## src/rtl/coeff_token_dec_chromadc_if.sv

```systemverilog
// Bit-in / token-out bundle for the chroma DC coeff_token decoder.
// master: bitstream source and token sink; slave: the decoder.
interface coeff_token_dec_chromadc_if #(
    parameter int CNT_W = 16
);
    logic             clr_i;
    logic             bit_i;
    logic             bit_valid_i;
    logic             bit_ready_o;
    logic             tok_valid_o;
    logic             tok_ready_i;
    logic [2:0]       total_coeff_o;
    logic [1:0]       trailing_ones_o;
    logic [3:0]       code_len_o;
    logic [CNT_W-1:0] tok_cnt_o;

    modport master (
        output clr_i, bit_i, bit_valid_i, tok_ready_i,
        input  bit_ready_o, tok_valid_o, total_coeff_o, trailing_ones_o,
               code_len_o, tok_cnt_o
    );

    modport slave (
        input  clr_i, bit_i, bit_valid_i, tok_ready_i,
        output bit_ready_o, tok_valid_o, total_coeff_o, trailing_ones_o,
               code_len_o, tok_cnt_o
    );
endinterface

```

## src/rtl/coeff_token_dec_chromadc.sv

```systemverilog
// H.264 chroma DC (nC = -1) coeff_token decoder.
// Shifts bits MSB-first until a table code completes, then holds the
// decoded {TotalCoeff, TrailingOnes, length} until downstream accepts.
module coeff_token_dec_chromadc #(
    parameter int CNT_W = 16
) (
    input  logic                        clk,
    input  logic                        rst,
    coeff_token_dec_chromadc_if.slave   bus
);
    typedef enum logic {SHIFT, OUT} state_t;

    state_t           state_q, state_d;
    logic [6:0]       sr_q, sr_d;
    logic [3:0]       len_q, len_d;
    logic [2:0]       tc_q, tc_d;
    logic [1:0]       t1_q, t1_d;
    logic [3:0]       cl_q, cl_d;
    logic [CNT_W-1:0] cnt_q, cnt_d;

    logic [7:0]       cand;
    logic [3:0]       cand_len;
    logic             hit;
    logic [2:0]       hit_tc;
    logic [1:0]       hit_t1;

    // Match the code formed by the held bits plus the incoming bit.
    // Held bits are zero above the current length, so full-width compares are safe.
    always_comb begin
        cand     = {sr_q, bus.bit_i};
        cand_len = len_q + 4'd1;
        hit      = 1'b0;
        hit_tc   = '0;
        hit_t1   = '0;
        unique case (cand_len)
            4'd1: if (cand[0] == 1'b1)         begin hit = 1'b1; hit_tc = 3'd1; hit_t1 = 2'd1; end
            4'd2: if (cand[1:0] == 2'b01)      begin hit = 1'b1; hit_tc = 3'd0; hit_t1 = 2'd0; end
            4'd3: if (cand[2:0] == 3'b001)     begin hit = 1'b1; hit_tc = 3'd2; hit_t1 = 2'd2; end
            4'd6: begin
                hit = 1'b1;
                case (cand[5:0])
                    6'b000111: begin hit_tc = 3'd1; hit_t1 = 2'd0; end
                    6'b000100: begin hit_tc = 3'd2; hit_t1 = 2'd0; end
                    6'b000110: begin hit_tc = 3'd2; hit_t1 = 2'd1; end
                    6'b000011: begin hit_tc = 3'd3; hit_t1 = 2'd0; end
                    6'b000101: begin hit_tc = 3'd3; hit_t1 = 2'd3; end
                    6'b000010: begin hit_tc = 3'd4; hit_t1 = 2'd0; end
                    default:   hit = 1'b0;
                endcase
            end
            4'd7: begin
                hit = 1'b1;
                case (cand[6:0])
                    7'b0000011: begin hit_tc = 3'd3; hit_t1 = 2'd1; end
                    7'b0000010: begin hit_tc = 3'd3; hit_t1 = 2'd2; end
                    7'b0000000: begin hit_tc = 3'd4; hit_t1 = 2'd3; end
                    default:    hit = 1'b0;
                endcase
            end
            4'd8: begin
                hit = 1'b1;
                case (cand)
                    8'b00000011: begin hit_tc = 3'd4; hit_t1 = 2'd1; end
                    8'b00000010: begin hit_tc = 3'd4; hit_t1 = 2'd2; end
                    default:     hit = 1'b0;
                endcase
            end
            default: hit = 1'b0;
        endcase
    end

    // Next-state and datapath updates; clr_i overrides everything except the counter.
    always_comb begin
        state_d = state_q;
        sr_d    = sr_q;
        len_d   = len_q;
        tc_d    = tc_q;
        t1_d    = t1_q;
        cl_d    = cl_q;
        cnt_d   = cnt_q;
        if (bus.clr_i) begin
            state_d = SHIFT;
            sr_d    = '0;
            len_d   = '0;
            tc_d    = '0;
            t1_d    = '0;
            cl_d    = '0;
        end else begin
            unique case (state_q)
                SHIFT: begin
                    if (bus.bit_valid_i) begin
                        if (hit) begin
                            state_d = OUT;
                            sr_d    = '0;
                            len_d   = '0;
                            tc_d    = hit_tc;
                            t1_d    = hit_t1;
                            cl_d    = cand_len;
                        end else begin
                            sr_d    = cand[6:0];
                            len_d   = cand_len;
                        end
                    end
                end
                OUT: begin
                    if (bus.tok_ready_i) begin
                        state_d = SHIFT;
                        tc_d    = '0;
                        t1_d    = '0;
                        cl_d    = '0;
                        cnt_d   = cnt_q + CNT_W'(1);
                    end
                end
                default: state_d = SHIFT;
            endcase
        end
    end

    // State and datapath registers.
    always_ff @(posedge clk or posedge rst) begin
        if (rst) begin
            state_q <= SHIFT;
            sr_q    <= '0;
            len_q   <= '0;
            tc_q    <= '0;
            t1_q    <= '0;
            cl_q    <= '0;
            cnt_q   <= '0;
        end else begin
            state_q <= state_d;
            sr_q    <= sr_d;
            len_q   <= len_d;
            tc_q    <= tc_d;
            t1_q    <= t1_d;
            cl_q    <= cl_d;
            cnt_q   <= cnt_d;
        end
    end

    // Token fields are zeroed whenever leaving OUT, so they read 0 while not valid.
    assign bus.bit_ready_o     = (state_q == SHIFT);
    assign bus.tok_valid_o     = (state_q == OUT);
    assign bus.total_coeff_o   = tc_q;
    assign bus.trailing_ones_o = t1_q;
    assign bus.code_len_o      = cl_q;
    assign bus.tok_cnt_o       = cnt_q;

    // The table is prefix-complete: seven held bits plus any eighth bit always match.
    a_len_bound: assert property (@(posedge clk) disable iff (rst) len_q < 4'd8);
    a_eighth_hits: assert property (@(posedge clk) disable iff (rst)
        (state_q == SHIFT && bus.bit_valid_i && !bus.clr_i && len_q == 4'd7) |-> hit);
endmodule

```

## src/flat_wrapper.sv

```systemverilog
// flat-port wrapper written by rule: the top's interface ports become plain ports
module coeff_token_dec_chromadc_flat 
#(
    parameter int CNT_W = 16
)
  (clk, rst, bus_clr_i, bus_bit_i, bus_bit_valid_i, bus_tok_ready_i, bus_bit_ready_o, bus_tok_valid_o, bus_total_coeff_o, bus_trailing_ones_o, bus_code_len_o, bus_tok_cnt_o);
  coeff_token_dec_chromadc_if #(.CNT_W(CNT_W)) bus_i ();
  input  logic clk;
  input  logic rst;
  input wire logic [$bits(bus_i.clr_i)-1:0] bus_clr_i;
  input wire logic [$bits(bus_i.bit_i)-1:0] bus_bit_i;
  input wire logic [$bits(bus_i.bit_valid_i)-1:0] bus_bit_valid_i;
  input wire logic [$bits(bus_i.tok_ready_i)-1:0] bus_tok_ready_i;
  output wire logic [$bits(bus_i.bit_ready_o)-1:0] bus_bit_ready_o;
  output wire logic [$bits(bus_i.tok_valid_o)-1:0] bus_tok_valid_o;
  output wire logic [$bits(bus_i.total_coeff_o)-1:0] bus_total_coeff_o;
  output wire logic [$bits(bus_i.trailing_ones_o)-1:0] bus_trailing_ones_o;
  output wire logic [$bits(bus_i.code_len_o)-1:0] bus_code_len_o;
  output wire logic [$bits(bus_i.tok_cnt_o)-1:0] bus_tok_cnt_o;
  assign bus_i.clr_i = bus_clr_i;
  assign bus_i.bit_i = bus_bit_i;
  assign bus_i.bit_valid_i = bus_bit_valid_i;
  assign bus_i.tok_ready_i = bus_tok_ready_i;
  assign bus_bit_ready_o = bus_i.bit_ready_o;
  assign bus_tok_valid_o = bus_i.tok_valid_o;
  assign bus_total_coeff_o = bus_i.total_coeff_o;
  assign bus_trailing_ones_o = bus_i.trailing_ones_o;
  assign bus_code_len_o = bus_i.code_len_o;
  assign bus_tok_cnt_o = bus_i.tok_cnt_o;
  coeff_token_dec_chromadc #(.CNT_W(CNT_W)) u_core (.clk(clk), .rst(rst), .bus(bus_i));
endmodule
```

## config.mk

```make
export PLATFORM = sky130hd
export DESIGN_NAME = coeff_token_dec_chromadc_flat
export DESIGN_NICKNAME = d
export VERILOG_FILES = /design/src/rtl/coeff_token_dec_chromadc_if.sv /design/src/rtl/coeff_token_dec_chromadc.sv /design/src/flat_wrapper.sv
export SDC_FILE = /design/constraint.sdc
export NUM_CORES = 1
export LEC_CHECK = 0
export ABC_AREA = 1
export CORE_MARGIN = 5
export CORE_UTILIZATION = 45
export DETAILED_ROUTE_END_ITERATION = 10
export PLACE_DENSITY = 0.76
export SYNTH_ARGS = -nofsm -noshare
export SYNTH_HDL_FRONTEND = slang
export SYNTH_SLANG_ARGS = --single-unit
```

## constraint.sdc

```tcl
create_clock -name clk -period 3.7 [get_ports clk]
set_input_delay 0.74 -clock clk [delete_from_list [all_inputs] [get_ports clk]]
set_output_delay 0.74 -clock clk [all_outputs]
set_load 0.02 [all_outputs]
```

# Word-level counts from Yosys, hierarchy flattened
# Index checks and enable logic that the tools add are counted.
# word_totals
reg_bits	37
mem_bits_rw	0
latchBits	0
word_cells	91
output_inout_bits	27
rom_bits	0
memories	0
input_bits	6
# op_classes
n_eq_ne	22
mul	0
div	0
bitwise_logic	2
muxes	47
add_sub_neg	2
shift	0
n_reduce_logical	11
magnitude_cmp	0
# ops
op	count
4-bit 2-to-1 mux	8
7-bit 2-to-1 mux	4
6-bit by 3-bit equality test with 1-bit output, second input constant	4
16-bit by 1-bit adder with 16-bit output, second input constant	1
8-bit by 2-bit equality test with 1-bit output, second input constant	2
3-bit 2-to-1 mux	5
3-bit case mux with 5 select lines	1
7-bit by 2-bit equality test with 1-bit output, second input constant	2
6-bit by 2-bit equality test with 1-bit output, second input constant	2
1-bit 2-to-1 mux	12
2-bit 2-to-1 mux	6
2-bit case mux with 2 select lines	3
3-bit case mux with 2 select lines	2
3-bit case mux with 4 select lines	1
2-bit case mux with 5 select lines	1
4-bit by 2-bit equality test with 1-bit output, second input constant	2
4-bit by 3-bit equality test with 1-bit output, second input constant	2
4-bit case mux with 2 select lines	1
2-bit OR reduction	4
7-bit zero test	1
3-bit inequality test, second input constant	2
1-bit case mux with 6 select lines	1
2-bit case mux with 3 select lines	1
3-bit AND reduction	2
other kinds (13)	14

# Logic depth before layout (Yosys ltp)
# logic_depth
depth_word	8
depth_mapped	13

# Least setup slack after synthesis
# OpenSTA, ideal clock, no wires.
# synth_timing
path_type	input to register
from	in bus_clr_i
to	reg u_core.cnt_q[15], in the netlist u_core.bus.tok_cnt_o[15]
n_path_buf	0
path_stages	10
slack_ns	1.826
t_required_ns	3.582
arrival_ns	1.755
cell_sequence	inv_2 nand3_2 nor2_2 nand2_1 nor3_2 nand3_2 nor2_2 nand2_1 xor2_1 inv_1
# synth_via
elab_chain_cells	2
# synth_lines
item	line_no	source
start: declaration	flat_wrapper.sv:10	input wire logic [$bits(bus_i.clr_i)-1:0] bus_clr_i;
1-bit inverter (no line)	n/a	
3-bit AND reduction (no line)	n/a	
end signal: assignment	coeff_token_dec_chromadc.sv:136	cnt_q <= cnt_d;
end: declaration	coeff_token_dec_chromadc.sv:19	logic [CNT_W-1:0] cnt_q, cnt_d;
# No other way between the ends.
# A chain may end at the register's enable or synchronous reset.

# Worst setup path after layout
# layout_timing
from	in bus_bit_i
to	reg u_core.len_q[2]
# layout_via
elab_chain_cells	8
elab_cells_between_ends	27
classes_between	eq/ne: 12; mux: 11; reduce/logical: 4
# layout_lines
item	line_no	source
start: declaration	flat_wrapper.sv:11	input wire logic [$bits(bus_i.bit_i)-1:0] bus_bit_i;
6-bit by 3-bit equality test with 1-bit output, or another cell as far along	coeff_token_dec_chromadc.sv:41	case (cand[5:0])
6-bit OR reduction (no line), or another cell as far along	n/a	
1-bit 2-to-1 mux, on equally long branches	coeff_token_dec_chromadc.sv:41, coeff_token_dec_chromadc.sv:53, coeff_token_dec_chromadc.sv:62	
1-bit case mux with 6 select lines (*)	coeff_token_dec_chromadc.sv:35	unique case (cand_len)
4-bit 2-to-1 mux (*)	coeff_token_dec_chromadc.sv:92	if (hit) begin
4-bit 2-to-1 mux (*)	coeff_token_dec_chromadc.sv:91	if (bus.bit_valid_i) begin
4-bit 2-to-1 mux (*)	coeff_token_dec_chromadc.sv:89	unique case (state_q)
4-bit 2-to-1 mux (*)	coeff_token_dec_chromadc.sv:81	if (bus.clr_i) begin
end signal: assignment	coeff_token_dec_chromadc.sv:132	len_q <= len_d;
end: declaration	coeff_token_dec_chromadc.sv:15	logic [3:0] len_q, len_d;
# Mark *: on every way between the ends. The rest lies on a longest branch, timed or not. The select of a mux whose other input is x is not followed.

==> impl_metrics.csv <==
group,metric,value,unit
pwr,p_int,0.750,mW
critical_path,critPathBufInv,3,
route,dr.pass1.iters,5,
run_status,outcome,"completed",
clocking,cts_resized,0,
pwr,ir_drop,161,uV
sta,holdWs,502,ps
logic_synthesis,ys_ff_latch,37,
clocking,cts-htree-levels,2,
pwr,p_per_area,447,nW/um^2
global_routing,grt_usage,15.4,%
clocking,clock_path_buffers,2,
route,first_iter_violations,78,
sta,period_share,66.5,%
critical_path,worstSetupPathType,"in2reg",
logic_synthesis,syn_nets,260,
finish,fin_nets,299,
critical_path,cp_common_cell,"nand2_1",
sta,slew_violations,0,
critical_path,slowest_stage,"clkdlybuf4s50_1",
clocking,cts_tree,"done",
route,routed-via-count,1732,
global_routing,overflow,0,
finish,layout_commonest_cell,"nand2_1",
critical_path,ff2ff_setup_slack,1480,ps
sta,fmax,0.407,GHz
pwr,p_leak,1.23,nW
pwr,p_sw,0.409,mW
finish,fill_cells,424,
clocking,post_cts.repair.setup_buffers,0,
logic_synthesis,synthSimpleGateAreaFrac,35.2,%
placed_design,dp_cells,335,
clocking,cts_root_buf,"clkbuf_8",
clocking,cts_hold_buf,0,
critical_path,critPathCaptureType,"flop",
logic_synthesis,yosys.area.top_type_share,43.9,%
finish,fin_cells,342,
floorplanning,die_area,6160,sq um
floorplanning,die_x,78.5,um
sta,final.setup.tns,0,ps
critical_path,cp.required,3890,ps
placed_design,io_buffers,32,
floorplanning,floorplan.rows,25,
placed_design,hpwl,3410,um
pwr,power_frac_seq,42.6,%
sta,skew,4.73,ps
floorplanning,boundaryPins,33,
sta,final_hold_viol_count,0,
route,drcViolationCount,0,
finish,drive_gt1_share,17.4,%
logic_synthesis,yosysSeqAreaShare,43.9,%
logic_synthesis,synth.distinct_cells,28,
placed_design,gp_congestion,0.895,
route,wl,4360,um
sta,finalSetupViolCount,0,
sta,rsz0062_at_grt,"no",
sta,tightest_slew,825,ps
critical_path,cp_slowest_stage_delay,560,ps
placed_design,place_area,2500,sq um
logic_synthesis,syn_avg_cell_area,8.48,sq um
logic_synthesis,synth_area,2110,sq um
sta,slew_headroom,44.9,%
clocking,insertion_delay,280,ps
floorplanning,die_h,78.5,um
critical_path,crit_family,"simple AND/OR/NAND/NOR gates",
route,via_per_inst,5.06,
logic_synthesis,muxShareOfSynthArea,0.533,%
pwr,total_power,1.16,mW
finish,postLayoutCellArea,2590,sq um
route,ant_nets,0,
finish,area_growth,22.8,%
critical_path,crit_fanout,11,
logic_synthesis,synthXorXnorAreaFrac,5.39,%
critical_path,arrival,2650,ps
pwr,sw_frac_of_total,35.3,%
pwr,pwr-share-comb,33.4,%
clocking,cts_buffers,5,
job,cap_violations,0,
clocking,clk_pin_slew,70,ps
critical_path,path_cells,"clkdlybuf4s50_1 > inv_2 > nand2_1 > nor2_1 > nand2_1 > nand2_1 > nand2_1 > nand2_1 > inv_2 > nand4_1 > o21ai_0",
route,routedWlPerCell,12.7,um
logic_synthesis,synthTopCellsByArea,"dfrtp_1 (44%), nand2_1 (7.6%), nor2_1 (5.2%)",
critical_path,critPathLaunchType,"input pin",
floorplanning,start_util,45.6,%
floorplanning,coreArea,4630,sq um
logic_synthesis,yosysWarnings,0,
logic_synthesis,netlist_instances,249,
global_routing,antenna_found_initial,0,
clocking,cts_sinks,37,
finish,finish.utilization,56.0,%
logic_synthesis,synth_top_family_by_area,"simple AND/OR/NAND/NOR gates",
sta,layout_min_cycle_time,2460,ps
global_routing,grt_first_pass_wirelength,7670,um
logic_synthesis,yosysTopAreaCell,"dfrtp_1",
logic_synthesis,post_synth_fa_ha_maj_area_fraction,2.96,%
global_routing,grt_pass1_vias,1707,
finish,layout_common_cells,"nand2_1 (43), dfrtp_1 (37), clkdlybuf4s50_1 (32), nor2_1 (29), inv_1 (25)",
placed_design,dp_slack,950,ps
global_routing,grt_max_degree,23,
logic_synthesis,synth_compound_area_share,5.99,%
worst_hold_path,hp-class,"reg2reg",
sta,setup_ws,1240,ps
pwr,p_clk_share,23.9,%
finish,antenna_cells,0,
synth_stat cells, drive strengths merged:
master   n
a21boi   1
a21oi    5
buf      1
clkbuf   1
dfrtp   37
ha       5
inv     32
mux2     1
nand2   57
nand3   25
nand4    6
nor2    41
nor3     9
o211ai   1
o21ai    4
o22ai   10
xnor2    7
xor2     6
worst paths after layout:
kind / from / end / cells after the start
setup / recovery: bus_bit_i / u_core.len_q[2]$_DFFE_PP0P_ / 11
hold / removal: u_core.bus.tok_cnt_o[12]$_DFFE_PP0P_ / u_core.bus.tok_cnt_o[12]$_DFFE_PP0P_ / 1
setup reg to reg: u_core.len_q[0]$_DFFE_PP0P_ / u_core.len_q[2]$_DFFE_PP0P_ / 10
hold reg to reg: u_core.bus.tok_cnt_o[12]$_DFFE_PP0P_ / u_core.bus.tok_cnt_o[12]$_DFFE_PP0P_ / 1
max in group asynchronous: rst / u_core.bus.tok_cnt_o[10]$_DFFE_PP0P_ / 3
min in group asynchronous: rst / u_core.bus.tok_cnt_o[9]$_DFFE_PP0P_ / 2
state kept, by name, summed over array words and instances (netlist names):
name and count:
u_core.sr_q 7, u_core.bus.tok_cnt_o 16, u_core.bus.tok_valid_o 1, u_core.bus.trailing_ones_o 2, u_core.bus.total_coeff_o 3, u_core.bus.code_len_o 4
u_core.len_q 4
cells by family after synthesis:
family          after synthesis
buf+inv                      34
compound gates               21
fa+ha+maj                     5
flops                        37
mux                           1
xor+xnor                     13
simple gates                138
worst register-to-register path: cells and delay by family (launching register included):
kind | cells | cell delay, ps
fa+ha+maj | 1 | 240
flops | 1 | 450
compound gates | 1 | 330
simple gates | 7 | 1040
buf+inv | 1 | 50
area by class of cell:
type | instances | area, sq um | area share [%]
well taps | 54 | 67.6 | 2.61
flip-flops and latches | 37 | 926 | 35.7
repair buffers | 34 | 335 | 12.9
inverters | 32 | 120 | 4.64
clock buffers | 7 | 86.3 | 3.33
multi-input cells | 178 | 1060 | 40.8
routing by layer:
metal	vias up	global-route usage [%]	share of wire, %
met5	-	0	0
met2	44	27.1	51
met3	8	2.75	3.9
met4	0	7.34	1.7
met1	801	18.2	43
li1	879	-	-
power groups by stage:
stage               logic (mW)  registers, mW  clock network [mW]
floorplan                0.218          0.533                   0
global placement         0.379          0.500                   0
detailed placement       0.390          0.501                   0
CTS                      0.393          0.494               0.286
global route             0.429          0.500               0.305
finish                   0.387          0.494               0.277
No activity file was read; power rests on OpenSTA's default activity.
